===== config.mk =====
export PLATFORM = sky130hd
export DESIGN_NAME = block_transfer_sequencer_flat
export DESIGN_NICKNAME = d
export VERILOG_FILES = /design/src/rtl/block_transfer_sequencer_if.sv /design/src/rtl/block_transfer_sequencer.sv /design/src/flat_wrapper.sv
export SDC_FILE = /design/constraint.sdc
export NUM_CORES = 1
export LEC_CHECK = 0
export ABC_CLOCK_PERIOD_IN_PS = 9800
export CAP_MARGIN = 20
export CORE_AREA = 2 2 138 140
export CTS_BUF_LIST = sky130_fd_sc_hd__clkbuf_16
export DETAILED_ROUTE_END_ITERATION = 8
export DIE_AREA = 0 0 140 142
export PLACE_DENSITY = 0.81
export SYNTH_ARGS = -nofsm -noshare
export SYNTH_HDL_FRONTEND = slang
export SYNTH_SLANG_ARGS = --single-unit

===== constraint.sdc =====
create_clock -name clk -period 9.8 [get_ports clk]
set_input_delay 1.47 -clock clk [delete_from_list [all_inputs] [get_ports clk]]
set_output_delay 1.47 -clock clk [all_outputs]
set_load 0.01 [all_outputs]

===== src/rtl/block_transfer_sequencer_if.sv =====
// Memory beat handshake between the block transfer sequencer and the data memory port.
interface block_transfer_sequencer_if #(
  parameter int ADDR_WIDTH = 32
);
  logic                  mem_req;
  logic [ADDR_WIDTH-1:0] mem_addr;
  logic                  mem_write;
  logic                  mem_ack;
  logic                  mem_abort;

  modport master (
    output mem_req,
    output mem_addr,
    output mem_write,
    input  mem_ack,
    input  mem_abort
  );

  modport slave (
    input  mem_req,
    input  mem_addr,
    input  mem_write,
    output mem_ack,
    output mem_abort
  );
endinterface


===== src/rtl/block_transfer_sequencer.sv =====
// LDM/STM sequencer: one register per memory beat, ascending order, optional base writeback.
// Define EMPTY_LIST_QUIRK_EN for ARMv4 empty-list behaviour (single R15 beat, base +/- 0x40).
module block_transfer_sequencer #(
  parameter int ADDR_WIDTH = 32
) (
  input  logic                          clk,
  input  logic                          reset,
  input  logic                          start,
  input  logic [27:0]                   instruction,
  input  logic [ADDR_WIDTH-1:0]         base_value,
  block_transfer_sequencer_if.master    mem,
  output logic                          busy,
  output logic [3:0]                    reg_addr,
  output logic                          reg_we,
  output logic                          writeback_en,
  output logic [3:0]                    writeback_addr,
  output logic [ADDR_WIDTH-1:0]         writeback_value,
  output logic                          done,
  output logic                          aborted
);

  typedef enum logic [2:0] {
    S_IDLE,
    S_SETUP,
    S_XFER,
    S_WB,
    S_DONE
  } state_t;

  state_t                state_q, state_d;

  logic                  p_q, u_q, w_q, l_q;
  logic [3:0]            rn_q;
  logic [15:0]           list_q;
  logic [ADDR_WIDTH-1:0] base_q;
  logic [ADDR_WIDTH-1:0] addr_q;
  logic [ADDR_WIDTH-1:0] wb_value_q;
  logic                  rn_in_list_q;
  logic                  aborted_q;

  // Opcode and S bits carry no information for this sequencer.
  logic unused_instr_bits;
  assign unused_instr_bits = ^{instruction[27:25], instruction[22]};

  // SETUP arithmetic: transfer count, span in bytes, first beat address, writeback value.
  logic [4:0]            n;
  logic [15:0]           eff_list;
  logic [ADDR_WIDTH-1:0] span;
  logic [ADDR_WIDTH-1:0] first_addr;
  logic [ADDR_WIDTH-1:0] wb_value;

  always_comb begin
    // NOTE: every combinational output gets a default first, so no path leaves it unassigned and no latch is inferred.
    n = '0;
    for (int i = 0; i < 16; i++) begin
      n = n + 5'(list_q[i]);
    end
    eff_list = list_q;
    span     = ADDR_WIDTH'(n) << 2;
`ifdef EMPTY_LIST_QUIRK_EN
    if (list_q == 16'h0000) begin
      eff_list = 16'h8000;
      span     = ADDR_WIDTH'(64);
    end
`endif
    unique case ({p_q, u_q})
      2'b01:   first_addr = base_q;
      2'b11:   first_addr = base_q + ADDR_WIDTH'(4);
      2'b00:   first_addr = base_q - span + ADDR_WIDTH'(4);
      default: first_addr = base_q - span;
    endcase
    wb_value = u_q ? (base_q + span) : (base_q - span);
  end

  // Lowest remaining register and the list left once it has been transferred.
  logic [3:0]  low_idx;
  logic [15:0] list_next;
  logic        last_beat;

  always_comb begin
    low_idx = '0;
    for (int i = 15; i >= 0; i--) begin
      if (list_q[i]) low_idx = 4'(i);
    end
    list_next = list_q & (list_q - 16'd1);
    last_beat = (list_next == 16'h0000);
  end

  always_ff @(posedge clk) begin
    // NOTE: sequential state uses non-blocking assignments so all registers update from the same pre-edge values.
    if (reset) state_q <= S_IDLE;
    else       state_q <= state_d;
  end

  always_comb begin
    state_d       = state_q;
    busy          = 1'b1;
    reg_addr      = '0;
    mem.mem_req   = 1'b0;
    mem.mem_addr  = '0;
    mem.mem_write = 1'b0;
    writeback_en  = 1'b0;
    done          = 1'b0;
    aborted       = 1'b0;
    unique case (state_q)
      S_IDLE: begin
        busy = 1'b0;
        if (start) state_d = S_SETUP;
      end
      S_SETUP: begin
        state_d = (eff_list == 16'h0000) ? S_DONE : S_XFER;
      end
      S_XFER: begin
        reg_addr      = low_idx;
        mem.mem_req   = 1'b1;
        mem.mem_addr  = addr_q;
        mem.mem_write = ~l_q;
        if (mem.mem_ack) begin
          if (mem.mem_abort)  state_d = S_DONE;
          else if (last_beat) state_d = w_q ? S_WB : S_DONE;
        end
      end
      S_WB: begin
        // A loaded base register keeps the loaded value.
        writeback_en = ~(l_q & rn_in_list_q);
        state_d      = S_DONE;
      end
      S_DONE: begin
        done    = 1'b1;
        aborted = aborted_q;
        state_d = S_IDLE;
      end
      default: state_d = S_IDLE;
    endcase
  end

  assign reg_we          = mem.mem_req & mem.mem_ack & l_q & ~mem.mem_abort;
  assign writeback_addr  = rn_q;
  assign writeback_value = wb_value_q;

  always_ff @(posedge clk) begin
    if (reset) begin
      p_q          <= 1'b0;
      u_q          <= 1'b0;
      w_q          <= 1'b0;
      l_q          <= 1'b0;
      rn_q         <= '0;
      list_q       <= '0;
      base_q       <= '0;
      addr_q       <= '0;
      wb_value_q   <= '0;
      rn_in_list_q <= 1'b0;
      aborted_q    <= 1'b0;
    end else begin
      unique case (state_q)
        S_IDLE: begin
          if (start) begin
            p_q       <= instruction[24];
            u_q       <= instruction[23];
            w_q       <= instruction[21];
            l_q       <= instruction[20];
            rn_q      <= instruction[19:16];
            list_q    <= instruction[15:0];
            base_q    <= base_value;
            aborted_q <= 1'b0;
          end
        end
        S_SETUP: begin
          addr_q       <= first_addr;
          wb_value_q   <= wb_value;
          list_q       <= eff_list;
          rn_in_list_q <= eff_list[rn_q];
        end
        S_XFER: begin
          if (mem.mem_ack) begin
            if (mem.mem_abort) begin
              aborted_q <= 1'b1;
            end else begin
              list_q <= list_next;
              addr_q <= addr_q + ADDR_WIDTH'(4);
            end
          end
        end
        default: ;
      endcase
    end
  end

endmodule


===== src/flat_wrapper.sv =====
// flat-port wrapper written by rule: the top's interface ports become plain ports
module block_transfer_sequencer_flat 
#(
  parameter int ADDR_WIDTH = 32
)
  (clk, reset, start, instruction, base_value, busy, reg_addr, reg_we, writeback_en, writeback_addr, writeback_value, done, aborted, mem_mem_req, mem_mem_addr, mem_mem_write, mem_mem_ack, mem_mem_abort);
  block_transfer_sequencer_if #(.ADDR_WIDTH(ADDR_WIDTH)) mem_i ();
  input  logic clk;
  input  logic reset;
  input  logic start;
  input  logic [27:0] instruction;
  input  logic [ADDR_WIDTH-1:0] base_value;
  output logic busy;
  output logic [3:0] reg_addr;
  output logic reg_we;
  output logic writeback_en;
  output logic [3:0] writeback_addr;
  output logic [ADDR_WIDTH-1:0] writeback_value;
  output logic done;
  output logic aborted;
  output wire logic [$bits(mem_i.mem_req)-1:0] mem_mem_req;
  output wire logic [$bits(mem_i.mem_addr)-1:0] mem_mem_addr;
  output wire logic [$bits(mem_i.mem_write)-1:0] mem_mem_write;
  input wire logic [$bits(mem_i.mem_ack)-1:0] mem_mem_ack;
  input wire logic [$bits(mem_i.mem_abort)-1:0] mem_mem_abort;
  assign mem_mem_req = mem_i.mem_req;
  assign mem_mem_addr = mem_i.mem_addr;
  assign mem_mem_write = mem_i.mem_write;
  assign mem_i.mem_ack = mem_mem_ack;
  assign mem_i.mem_abort = mem_mem_abort;
  block_transfer_sequencer #(.ADDR_WIDTH(ADDR_WIDTH)) u_core (.clk(clk), .reset(reset), .start(start), .instruction(instruction), .base_value(base_value), .mem(mem_i), .busy(busy), .reg_addr(reg_addr), .reg_we(reg_we), .writeback_en(writeback_en), .writeback_addr(writeback_addr), .writeback_value(writeback_value), .done(done), .aborted(aborted));
endmodule

; Word-level counts from Yosys, hierarchy flattened
; Index checks and enable logic that the tools add are counted.
[classes]
n_addsub = 21
magnitude_cmp = 1
n_eq_ne = 11
muxes = 46
n_bitwise = 8
reduce_logical = 11
[ops]
columns = cell, count
row1 = $mux 32, 4
row2 = $add 32x3->32 const B, 3
row3 = $pmux 32 s3, 1
row4 = $add 5x1->5, 14
row5 = $mux 4, 17
row6 = $pmux 32 s2, 1
row7 = $mux 16, 3
row8 = $add 32x7->32, 1
row9 = $logic_not 16->1, 2
row10 = $pmux 16 s2, 1
row11 = $sub 32x7->32, 1
row12 = $mux 3, 6
row13 = $and 16x16->16, 1
row14 = $sub 16x1->16 const B, 1
row15 = $pmux 3 s4, 1
row16 = $mux 1, 10
row17 = $ne 2x2->1 const B, 4
row18 = $reduce_and 4->1, 2
row19 = $eq 3x2->1 const B, 2
row20 = $reduce_and 3->1, 2
row21 = $lt 4x5->1 const B, 1
row22 = $and 1x1->1, 4
row23 = $bmux 1 s4, 1
row24 = $reduce_bool 2->1, 2
row25 = 11 further kinds, 13
[word_totals]
ff_bits = 125
input_bits = 65
out_inout_bits = 79
wordCells = 110

; Longest topological paths before layout
[depth]
word_depth = 19
ltp_mapped = 29
mapped_depth_nobuf = 26

; Least setup slack after synthesis
; OpenSTA, ideal clock, no wires.
[synth_path]
path_type = register -> register
from = register u_core.list_q[0], in the netlist u_core.eff_list[0]
to = register u_core.addr_q[31]
setup_time_ns = 0.074
arrival_ns = 6.743
t_required_ns = 9.726
slack_ns = 2.983
path_stages_with_launch = 24
n_path_buf = 3
synth_period_minus_slack_ns = 6.817
path_cell_list = dfxtp_1 > inv_1 > ha_1 > inv_1 > fa_1 > fa_1 > fa_1 > fa_1 > fa_1 > fa_1 > xnor2_1 > ha_1 > clkbuf_1 > nor2b_1 > a2111oi_4 > or4b_2 > a22oi_1 > and4_1 > clkbuf_1 > and3_1 > buf_6 > nand4b_4 > mux2_4 > a31oi_1
[synth_via]
elab_chain_cells = 19
[synth_lines]
columns = item, line_no
row1 = start: declaration, block_transfer_sequencer.sv:34  ; logic [15:0] list_q;
row2 = start signal: assignment, block_transfer_sequencer.sv:163  ; list_q <= instruction[15:0];
row3 = start signal: assignment, block_transfer_sequencer.sv:171  ; list_q <= eff_list;
row4 = start signal: assignment, block_transfer_sequencer.sv:179  ; list_q <= list_next;
row5 = $add 1x1->2 *, block_transfer_sequencer.sv:56  ; n = n + 5'(list_q[i]);
row6 = $add 5x1->5 * (14 in a row), block_transfer_sequencer.sv:56
row7 = $sub 32x7->32 *, "block_transfer_sequencer.sv:69, block_transfer_sequencer.sv:70"
row8 = $add 32x3->32, block_transfer_sequencer.sv:69  ; 2'b00: first_addr = base_q - span + ADDR_WIDTH'(4);
row9 = $pmux 32 s3 *, block_transfer_sequencer.sv:66  ; unique case ({p_q, u_q})
row10 = $pmux 32 s2 *, block_transfer_sequencer.sv:155  ; unique case (state_q)
row11 = end signal: assignment, block_transfer_sequencer.sv:169  ; addr_q <= first_addr;
row12 = end signal: assignment, block_transfer_sequencer.sv:180  ; addr_q <= addr_q + ADDR_WIDTH'(4);
row13 = end: declaration, block_transfer_sequencer.sv:36  ; logic [ADDR_WIDTH-1:0] addr_q;
; Mark *: on every way between the ends. The rest lies on a longest branch, timed or not.
; A chain may end at the register's enable or synchronous reset.

; Worst setup path in the final report
[layout_path]
from = register u_core.list_q[1], in the netlist u_core.eff_list[1]
to = register u_core.addr_q[24]
; Same word-level chain as after synthesis.

==> flow_metrics.env <==
export IMPL_status="finished, violations left"
export IMPL_violations="design-rule violations"
export IMPL_post_route_cells_drive_above_1_share_pct=5.44
export IMPL_syn_area_per_cell_um2=7.04
export IMPL_gp_congestion=0.952
export IMPL_wl_per_cell_um=19.0
export IMPL_nets=1595
export IMPL_cts_tree="yes"
export IMPL_finalPower_mw=5.04
export IMPL_rsz0062_at_grt="false"
export IMPL_crit_fanout=18
export IMPL_track_usage_pct=32.9
export IMPL_cts_buffers=17
export IMPL_worstSetupStartpointType="register"
export IMPL_dp_cells=1706
export IMPL_ctsHoldBuffers=0
export IMPL_fin_area_um2=12000
export IMPL_synth_nets=1541
export IMPL_place_area_um2=11500
export IMPL_io_buffer_count=139
export IMPL_hpwl_um=23200
export IMPL_power_leakage_nw=4.46
export IMPL_syn_to_final_growth_pct=18.8
export IMPL_fin_tns_setup_ns=0
export IMPL_gr_total_overflow=0
export IMPL_pin_count=144
export IMPL_setup_viol=0
export IMPL_grt_pass1_vias=10300
export IMPL_vdd_drop_max_v=0.000302
export IMPL_synth_cell_types=83
export IMPL_netlist_instances=1440
export IMPL_insertion_delay_ns=0.43
export IMPL_worst_slack_ns=1.78
export IMPL_fin_crit_ns=8.02
export IMPL_grt_max_degree=74
export IMPL_path_class="reg2reg"
export IMPL_synth_edf_count=0
export IMPL_fin_crit_sh_pct=81.9
export IMPL_via_per_inst=6.40
export IMPL_drc_errors=8
export IMPL_die_area_um2=19900
export IMPL_crit_path_end_kind="register"
export IMPL_cts_setup_buffers=0
export IMPL_required_ns=10.15
export IMPL_pwr_density_cell_nw_per_um2=419
export IMPL_dieWidth_um=140
export IMPL_slew_viol_final=0
export IMPL_min_path_type="reg2reg"
export IMPL_ctsResizeCount=0
export IMPL_fmax_ghz=0.125
export IMPL_cap_viol_max_count=0
export IMPL_yosysWarningCount=0
export IMPL_cts_sinks=125
export IMPL_worstMarginPinSlew_ns=1.13
export IMPL_hold_viol=0
export IMPL_dr_pass1_iters=9
export IMPL_path_clk_slew_ns=0.06
export IMPL_synthTopCellsByArea="dfxtp_1, nand2_1, a21oi_1"
export IMPL_start_util_pct=54.9
export IMPL_cts_root_buf="clkbuf_16"
export IMPL_arrival_ns=8.37
export IMPL_num_rows=50
export IMPL_core_um2=18500
export IMPL_timing_hold_ws_ns=0.447
export IMPL_antenna_found_initial=0
export IMPL_first_iter_violations=1015
export IMPL_n_antenna_cell=0
export IMPL_synth_area_um2=10100
export IMPL_clock_skew_ns=0.0108
export IMPL_ant_nets=0
export IMPL_synth_seq_cells=125
export IMPL_synth_top_cell_by_area="dfxtp_1"
export IMPL_routed_wirelength_um=33000
export IMPL_grt_pass1_wl_um=53000
export IMPL_clock_path_buffers=2
export IMPL_async_flop_share_pct=0
export IMPL_h_tree_depth=4
export IMPL_post_place_ws_ns=1.92
export IMPL_die_y_um=142
export IMPL_netlist_area_leader_share_pct=24.7
export IMPL_route_vias_total=11100
export IMPL_final_cells=1741
export IMPL_slew_headroom_pct=24.4
export IMPL_ys_seq_area_share_pct=24.7
export IMPL_fin_util_pct=65.3
export IMPL_synth_flop_cell="dfxtp_1"
==> final cells by class <==
class / count / area [um^2]
Clock buffer: 17 / 425
Clock inverter: 15 / 124
Fill cell: 1674 / 6410
Inverter: 54 / 203
Multi-Input combinational cell: 1139 / 6960
Sequential cell: 125 / 2500
Tap cell: 234 / 293
Timing Repair Buffer: 157 / 1530
==> registers in the layout, summed over array words and instances (netlist names), 3 cells and up <==
register,cells
u_core.eff_list,16
u_core.writeback_value,32
u_core.state_q,3
u_core.writeback_addr,4
u_core.base_q,32
u_core.addr_q,32
==> cells by family after synthesis <==
kind of cell	Yosys count	synth area share (%)
xor gates and xnor gates	75	6.48
AOI/OAI and AO/OA	395	24.5
adders and majority gates	37	5.43
DFF	125	24.7
buffers and inverters	176	6.71
muxes	15	2.18
and+or+nand+nor	617	30.0
==> placed cells by master (no fill, tap or decap), drive strengths merged, types with 13 or more instances in the layout <==
| cell | n |
|---|---|
| nand2 | 217 |
| a21oi | 145 |
| clkdlybuf4s50 | 138 |
| dfxtp | 125 |
| nor2 | 109 |
| o21ai | 85 |
| nor3 | 59 |
| inv | 55 |
| and3 | 53 |
| xnor2 | 52 |
| nand3 | 42 |
| nor4 | 31 |
| a211oi | 26 |
| ha | 24 |
| xor2 | 23 |
| a31oi | 19 |
| buf | 19 |
| a22oi | 18 |
| nand4 | 18 |
| clkbuf | 17 |
| or4 | 15 |
| or3 | 14 |
| and2 | 13 |
| o22ai | 13 |
==> critical path, cell delays in order, from the launching register on <==
cell	delay, ns
dfxtp_1	0.50
inv_1	0.09
ha_1	0.28
inv_1	0.04
fa_1	0.47
fa_1	0.50
fa_1	0.54
fa_1	0.43
fa_1	0.42
fa_1	0.54
inv_1	0.11
ha_1	0.33
or2_2	0.33
a2111oi_4	0.89
o21ai_0	0.26
a221oi_1	0.54
nand4_1	0.41
nor3b_4	0.51
a31oi_1	0.16
o311a_1	0.39
a211oi_2	0.19
==> worst paths after layout <==
kind                              start                         end  slack, ns  cells past startpoint
max                  u_core.eff_list[1]           u_core.addr_q[24]       1.78                     20
max reg2reg          u_core.eff_list[1]           u_core.addr_q[24]       1.78                     20
min reg2reg  u_core.writeback_value[13]  u_core.writeback_value[13]       0.45                      2
min          u_core.writeback_value[13]  u_core.writeback_value[13]       0.45                      2
==> where the power goes <==
part	switching (mW)	total (mW)	internal, mW
sequential	0.225	0.866	0.642
clock	0.251	0.598	0.346
combinational	2.16	3.58	1.42
==> routing by layer <==
layer  share of wire [%]  track usage [%]
met3                 6.7             5.32
met2                  49             57.5
met5                   0                0
met4                 4.0             15.3
met1                  40             39.8
==> synth_stat cells, types with 5 or more instances <==
cell type / instances
inv_1: 53
o31ai_1: 5
nand2_1: 217
dfxtp_1: 125
a211oi_1: 23
and2_1: 13
nand4_1: 18
nor3_1: 57
o21bai_1: 7
a311oi_1: 5
buf_1: 11
a21o_1: 12
nor4_1: 30
nor2b_1: 10
o22ai_1: 12
or2_2: 6
a22oi_1: 18
o211ai_1: 6
ha_1: 24
nor2_1: 109
clkbuf_1: 107
o21ai_0: 83
and3_1: 53
nor3b_1: 5
or3_1: 14
a21oi_1: 145
nand2b_1: 8
mux2i_1: 6
or4_1: 14
xor2_1: 23
nand3_1: 42
xnor2_1: 52
a31oi_1: 19
fa_1: 12
nand3b_1: 5
mux4_2: 5
(Power assumes the default switching activity.)
